==> config.mk <==
export PLATFORM = sky130hd
export DESIGN_NAME = fft_frame_loader
export DESIGN_NICKNAME = d
export VERILOG_FILES = /design/src/rtl/fft_frame_loader.sv
export SDC_FILE = /design/constraint.sdc
export NUM_CORES = 1
export LEC_CHECK = 0
export CAP_MARGIN = 20
export CORE_AREA = 8 8 212 214
export CTS_CLUSTER_SIZE = 25
export DETAILED_ROUTE_END_ITERATION = 8
export DIE_AREA = 0 0 220 222
export DONT_BUFFER_PORTS = 1
export GPL_TIMING_DRIVEN = 0
export PLACE_DENSITY = 0.62
export SYNTH_ARGS = -nofsm -noshare
export SYNTH_HDL_FRONTEND = slang
export SYNTH_SLANG_ARGS = --single-unit
export TNS_END_PERCENT = 30
==> constraint.sdc <==
create_clock -name clk -period 23.6 [get_ports clk]
set_input_delay 3.54 -clock clk [delete_from_list [all_inputs] [get_ports clk]]
set_output_delay 3.54 -clock clk [all_outputs]
set_load 0.01 [all_outputs]
==> src/rtl/fft_frame_loader.sv <==
// fft_frame_loader: gathers a stream of complex Q8.8 samples into an N-entry
// frame, zero-pads short frames, holds the frame for a settle window so the
// downstream combinational FFT can resolve, then hands the frame off.
module fft_frame_loader #(
  parameter int unsigned N             = 16,
  parameter int unsigned W             = 16,
  parameter int unsigned SETTLE_CYCLES = 2
) (
  input  logic           clk,
  input  logic           rst,
  input  logic           in_valid,
  output logic           in_ready,
  input  logic [W-1:0]   in_re,
  input  logic [W-1:0]   in_im,
  input  logic           in_last,
  output logic [N*W-1:0] frame_re,
  output logic [N*W-1:0] frame_im,
  output logic           frame_valid,
  input  logic           frame_ready,
  output logic           frame_short,
  output logic [15:0]    frame_count
);

  localparam int unsigned IW = (N > 1) ? $clog2(N) : 1;
  localparam int unsigned FW = N * W;
  localparam logic [IW-1:0] IDX_LAST = IW'(N - 1);
  localparam logic [7:0] SETTLE_LAST =
    (SETTLE_CYCLES == 0) ? 8'd0 : 8'(SETTLE_CYCLES - 1);

  typedef enum logic [1:0] {
    S_FILL   = 2'd0,
    S_PAD    = 2'd1,
    S_SETTLE = 2'd2,
    S_HOLD   = 2'd3
  } state_t;

  state_t          state_q, state_d;
  logic [IW-1:0]   idx_q, idx_d;
  logic [7:0]      cnt_q, cnt_d;
  logic [FW-1:0]   frame_re_q, frame_re_d;
  logic [FW-1:0]   frame_im_q, frame_im_d;
  logic            frame_short_q, frame_short_d;
  logic [15:0]     frame_count_q, frame_count_d;
  logic            in_ready_q, in_ready_d;
  logic            frame_valid_q, frame_valid_d;

  // Next-state, frame storage and handshake flag computation.
  always_comb begin
    state_d       = state_q;
    idx_d         = idx_q;
    cnt_d         = cnt_q;
    frame_re_d    = frame_re_q;
    frame_im_d    = frame_im_q;
    frame_short_d = frame_short_q;
    frame_count_d = frame_count_q;

    case (state_q)
      S_FILL: begin
        // in_ready is high throughout FILL, so in_valid alone means accept.
        if (in_valid) begin
          for (int unsigned k = 0; k < N; k++) begin
            if (IW'(k) == idx_q) begin
              frame_re_d[k*W +: W] = in_re;
              frame_im_d[k*W +: W] = in_im;
            end
          end
          idx_d = idx_q + IW'(1);
          if (idx_q == IDX_LAST) begin
            frame_short_d = 1'b0;
            cnt_d         = 8'd0;
            state_d       = (SETTLE_CYCLES == 0) ? S_HOLD : S_SETTLE;
          end else if (in_last) begin
            state_d = S_PAD;
          end
        end
      end
      S_PAD: begin
        // idx_q holds the number of written entries; clear everything above.
        for (int unsigned k = 0; k < N; k++) begin
          if (IW'(k) >= idx_q) begin
            frame_re_d[k*W +: W] = '0;
            frame_im_d[k*W +: W] = '0;
          end
        end
        frame_short_d = 1'b1;
        cnt_d         = 8'd0;
        state_d       = (SETTLE_CYCLES == 0) ? S_HOLD : S_SETTLE;
      end
      S_SETTLE: begin
        if (cnt_q == SETTLE_LAST) begin
          state_d = S_HOLD;
        end else begin
          cnt_d = cnt_q + 8'd1;
        end
      end
      S_HOLD: begin
        if (frame_ready) begin
          state_d       = S_FILL;
          idx_d         = '0;
          frame_count_d = frame_count_q + 16'd1;
        end
      end
      default: begin
        state_d = S_FILL;
      end
    endcase

    in_ready_d    = (state_d == S_FILL);
    frame_valid_d = (state_d == S_HOLD);
  end

  // State and output registers; reset discards any partial frame.
  always_ff @(posedge clk or posedge rst) begin
    if (rst) begin
      state_q       <= S_FILL;
      idx_q         <= '0;
      cnt_q         <= 8'd0;
      frame_re_q    <= '0;
      frame_im_q    <= '0;
      frame_short_q <= 1'b0;
      frame_count_q <= 16'd0;
      in_ready_q    <= 1'b1;
      frame_valid_q <= 1'b0;
    end else begin
      state_q       <= state_d;
      idx_q         <= idx_d;
      cnt_q         <= cnt_d;
      frame_re_q    <= frame_re_d;
      frame_im_q    <= frame_im_d;
      frame_short_q <= frame_short_d;
      frame_count_q <= frame_count_d;
      in_ready_q    <= in_ready_d;
      frame_valid_q <= frame_valid_d;
    end
  end

  assign in_ready    = in_ready_q;
  assign frame_valid = frame_valid_q;
  assign frame_re    = frame_re_q;
  assign frame_im    = frame_im_q;
  assign frame_short = frame_short_q;
  assign frame_count = frame_count_q;

endmodule

Yosys cells after proc, flatten, opt, wreduce, memory -nomap -nowiden
Cells that the tools add are included.

Bits in registers: 545. Input bits: 37. Output and inout bits: 531. Word-level logic and storage cells: 209.

Add/subtract/negate cells: 3. Order comparisons: 16. Eq/ne operators: 57. Muxes and demuxes: 68. Reductions and logical operators: 26.

Operator list (number): one-hot mux 256 bit (2 select lines) (2); 2-to-1 mux 16 bit (48); 2-to-1 mux 256 bit (2); inequality test 2 bit (second input constant) (36); AND reduction 4 bit (17); == test 4 bit (first input constant) (8); greater-or-equal comparator 4 bit (first input constant) (8); 2-to-1 mux 8 bit (3); one-hot mux 8 bit (3 select lines) (1); adder 16 x 1 -> 16 bit (second input constant) (1); == test 3 x 4 -> 1 bit (first input constant) (4); greater-or-equal comparator 3 x 4 -> 1 bit (first input constant) (4); 2-to-1 mux 2 bit (5); adder 8 x 1 -> 8 bit (second input constant) (1); == test 2 x 4 -> 1 bit (first input constant) (2); == test 8 x 1 -> 1 bit (second input constant) (1); greater-or-equal comparator 1 x 4 -> 1 bit (first input constant) (2); greater-or-equal comparator 2 x 4 -> 1 bit (first input constant) (2); 2-to-1 mux 4 bit (2); one-hot mux 2 bit (4 select lines) (1); one-hot mux 4 bit (2 select lines) (1); == test 2 bit (second input constant) (3); AND reduction 3 bit (2); adder 4 x 1 -> 4 bit (second input constant) (1); other kinds (10) (13).

Depth between registers and ports, before layout
Word-level depth: 5. Gate-level depth with buffers: 9. Depth with buffers taken out: 6.

Least setup slack after synthesis
No wires, ideal clock.

Path kind: input -> register. Start: in in_valid. End: reg frame_im_q[0] (netlist: frame_im[0]). Setup time: 0.125 ns. Arrival time: 4.720 ns. Required time: 23.475 ns. Setup slack: 18.755 ns. Cell stages on the path: 5. Buffers on the path: 1. Path through: o21bai_1 nor3_1 nand2_1 buf_2 mux2_2.

Cells in the longest elaborated chain, start to end: 2.

RTL lines: start, declared (RTL line 11) `input logic in_valid,`; inequality test 2 bit (no line); AND reduction 4 bit (no line); end signal, assigned (RTL line 129) `frame_im_q <= frame_im_d;`; end, declared (RTL line 41) `logic [FW-1:0] frame_im_q, frame_im_d;`.

Every way passes these cells. A chain may end at the register's enable or synchronous reset.

Worst setup path in the final report
Start: in in_valid. End: reg frame_re_q[233] (netlist: frame_re[233]).

Cells in the longest elaborated chain, start to end: 2.

RTL lines: inequality test 2 bit (no line); AND reduction 4 bit (no line); end signal, assigned (RTL line 128) `frame_re_q <= frame_re_d;`; end, declared (RTL line 40) `logic [FW-1:0] frame_re_q, frame_re_d;`.

Every way passes these cells.

==> reports/metrics.csv <==
stage;metric;value;unit
status;status;complete, no violations;
routing;number of DRC markers in iteration 0;1193;
routing;First-pass DRT Iterations;5;
timing;Peak Freq;0.201;GHz
synthesis;Syn Inst Count;1828;
timing;unrepaired setup endpoints after global routing;false;
global_route;largest net degree at the start of global routing;133;
place;GPL Wtd Cong;0.867;
power_and_ir_drop;P_sw;1.42;mW
floorplanning;Die Ht;222;um
cells_and_area;nets;1932;
cts;register clock-pin slew on the reported worst setup and hold paths;0.06;ns
cts;TritonCTS clock tree;built;
floorplanning;I/O pins;568;
cells_and_area;Finished Layout Cells;2471;
global_route;GR Overflow Total;0;
timing;Hold Vio Cnt, Final;0;
synthesis;most common flop cell mapped by yosys;dfrtp_1;
cells_and_area;area occupied by multi-input gates;6220;sq um
power_and_ir_drop;sequential share of power;54.7;%
floorplanning;Core Rows;75;
timing;post-route clock period utilization;21.1;%
timing;Final Slew Violations;0;
setup_path;CP Launch Type;primary input;
cells_and_area;leading cell type in the layout, fill and taps excluded;dfrtp_1;
synthesis;post-synthesis register bit count;545;
cts;later-pin clock latency in the skew report;0.61;ns
place;dpl hpwl;54600;um
synthesis;mapped cell area;20500;sq um
cts;Hold-fix buffers, CTS;0;
cells_and_area;register area;13600;sq um
setup_path;crit path kind;in2reg;
cts;clk sinks;545;
routing;Avg Vias per Cell;5.89;
global_route;gr usage total;29.6;%
place;placed instance count;2371;
hold_path;Tightest Hold Check Type;reg2reg;
synthesis;Yosys warning total;0;
cells_and_area;share of layout cells above drive strength 1;12.4;%
run;total of max-cap violations;0;
routing;final WL;73800;um
routing;drt drc;0;
timing;setup violators final;0;
cells_and_area;area grow syn2layout;12.6;%
synthesis;Async SR Flop Fraction;100;%
setup_path;nature of the critical path endpoint;flop;
routing;via count;14600;
cts;H-tree Lvls;2;
place;Post-Place Setup Slack;18.01;ns
power_and_ir_drop;Pwr per Cell Area;153;nW/um^2
power_and_ir_drop;cell internal pwr;2.12;mW
timing;Tmin final;4.97;ns
setup_path;CP required;24.05;ns
synthesis;EDFF count, synth;0;
global_route;vias in the first global route;14600;
cells_and_area;most frequent cells in the layout;dfrtp_1 (544), nand2_1 (443), o21ai_0 (391);
cts;post_cts resized;0;
synthesis;Seq/Total Area, Yosys;66.4;%
timing;clock skew;0.0182;ns
power_and_ir_drop;combinational share of power;20.9;%
global_route;antenna violations before repair;0;
cells_and_area;Fill cells;3553;
cells_and_area;final core occ;55.7;%
cts;post-CTS setup buffer count;0;
timing;Slew headroom;15.7;%
floorplanning;die area;48800;sq um
routing;Wirelength per Cell;29.9;um
synthesis;Synth cell types;54;
setup_path;WP data arrival;5.42;ns
power_and_ir_drop;Sw Share;40.1;%
floorplanning;Initial Util;49.5;%
cts;Clock Path Buffers;3;
cts;cts bufs inserted;54;
power_and_ir_drop;P_leak;10.8;nW
synthesis;Post-Syn Nets;1872;
power_and_ir_drop;clock network power share;24.4;%
timing;setup ws final;18.63;ns
synthesis;syn_area_per_cell;11.2;sq um
place;Port-buffer cells;0;
timing;worst slew pin tran;1.26;ns
floorplanning;core area;41500;sq um
routing;Final ANT Viol Nets;0;
cts;CTS Root Cell;clkbuf_16;
setup_path;crit-path max FO;10;
floorplanning;die width;220;um
power_and_ir_drop;Worst VDD drop;0.0782;mV
global_route;first-pass GRT wire length;106000;um
==> worst paths after layout <==
check | startpoint | end | slack (ns) | depth (start not counted)
max in group asynchronous | rst | frame_re[123] | 19.20 | 3
min reg2reg | frame_count[15] | frame_count[15] | 0.54 | 1
max reg2reg | state_q[1] | frame_im[195] | 20.81 | 8
min | frame_count[15] | frame_count[15] | 0.54 | 1
min in group asynchronous | rst | frame_count[15] | 2.87 | 1
max | in_valid | frame_re[233] | 18.63 | 5
==> cell type report <==
class / count / area share (%)
antenna: 2 / 0.0216
sequential: 545 / 59.0
multi-input combinational: 1125 / 26.9
clock inverter: 20 / 0.790
inverter: 8 / 0.162
clock buffer: 78 / 6.93
tap: 539 / 2.92
timing repair buffer: 4 / 0.476
buffer: 150 / 2.79
==> critical path: stages <==
cell and delay [ns]:
buf_2 0.18, a31o_2 0.24, a32oi_1 0.80, clkbuf_1 0.49
o21ai_0 0.16
==> sequential cells by signal (all words and copies together), names as in the netlist <==
signal and cells:
cnt_q 8, frame_im 256, idx_q 4, in_ready 1, frame_short 1, state_q 2, frame_count 16, frame_re 256
frame_valid 1
==> logic make-up (layout without fill, tap and decap cells) <==
family | count (synthesis) | after routing | synth area share (%)
other | 0 | 2 | 0
adder cells (fa/ha/maj) | 7 | 7 | 0.426
buffers and inverters | 158 | 260 | 3.28
AND/OR/NAND/NOR | 540 | 540 | 10.9
XOR/XNOR | 16 | 16 | 0.682
flip-flops | 545 | 545 | 66.4
AO/OA/AOI/OAI | 464 | 464 | 12.4
multiplexers | 98 | 98 | 5.92
==> power by group through the flow <==
stage / clock network (mW) / logic, mW / registers (mW)
after detailed placement: 0 / 0.741 / 1.96
after floorplan: 0 / 0.548 / 1.72
after global routing: 0.911 / 0.839 / 1.98
final: 0.861 / 0.739 / 1.93
after CTS: 0.873 / 0.743 / 1.94
after global placement: 0 / 0.701 / 1.95
==> cell usage after synthesis (all sizes together), types with 3 or more instances <==
master / number / area (sq um)
ha: 7 / 87.6
o22ai: 3 / 18.8
or3: 3 / 18.8
o211ai: 4 / 40.0
dfrtp: 544 / 13600
a21oi: 9 / 45.0
nand4: 8 / 56.3
a22o: 30 / 263
nor2b: 4 / 25.0
xor2: 4 / 35.0
buf: 51 / 273
nand2b: 4 / 25.0
nor2: 12 / 45.0
o21ai: 395 / 1980
and2: 33 / 206
inv: 8 / 30.0
a211o: 4 / 35.0
and3: 3 / 18.8
nor3: 5 / 36.3
nand3: 17 / 85.1
mux2: 97 / 1200
nand2: 443 / 1660
clkbuf: 99 / 372
xnor2: 12 / 105
==> metal layers <==
metal | global-route usage (%) | wire, um
met1 | 34.5 | 26700
met2 | 48.4 | 35800
met3 | 11.9 | 8630
met4 | 11.6 | 2780
met5 | 0 | 0
==> metrics by stage <==
stage | TNS [ns] | hold WS, ns | total power, mW | instance area, sq um
after floorplan | 0 | 0.496 | 2.27 | 20500
after global placement | -165.48 | 0.525 | 2.65 | 21200
after detailed placement | 0 | 0.538 | 2.70 | 21300
after CTS | 0 | 0.552 | 3.56 | 23100
after global routing | 0 | 0.573 | 3.73 | 23100
final | 0 | 0.542 | 3.53 | 23100
No activity file was read; power rests on OpenSTA's default activity.
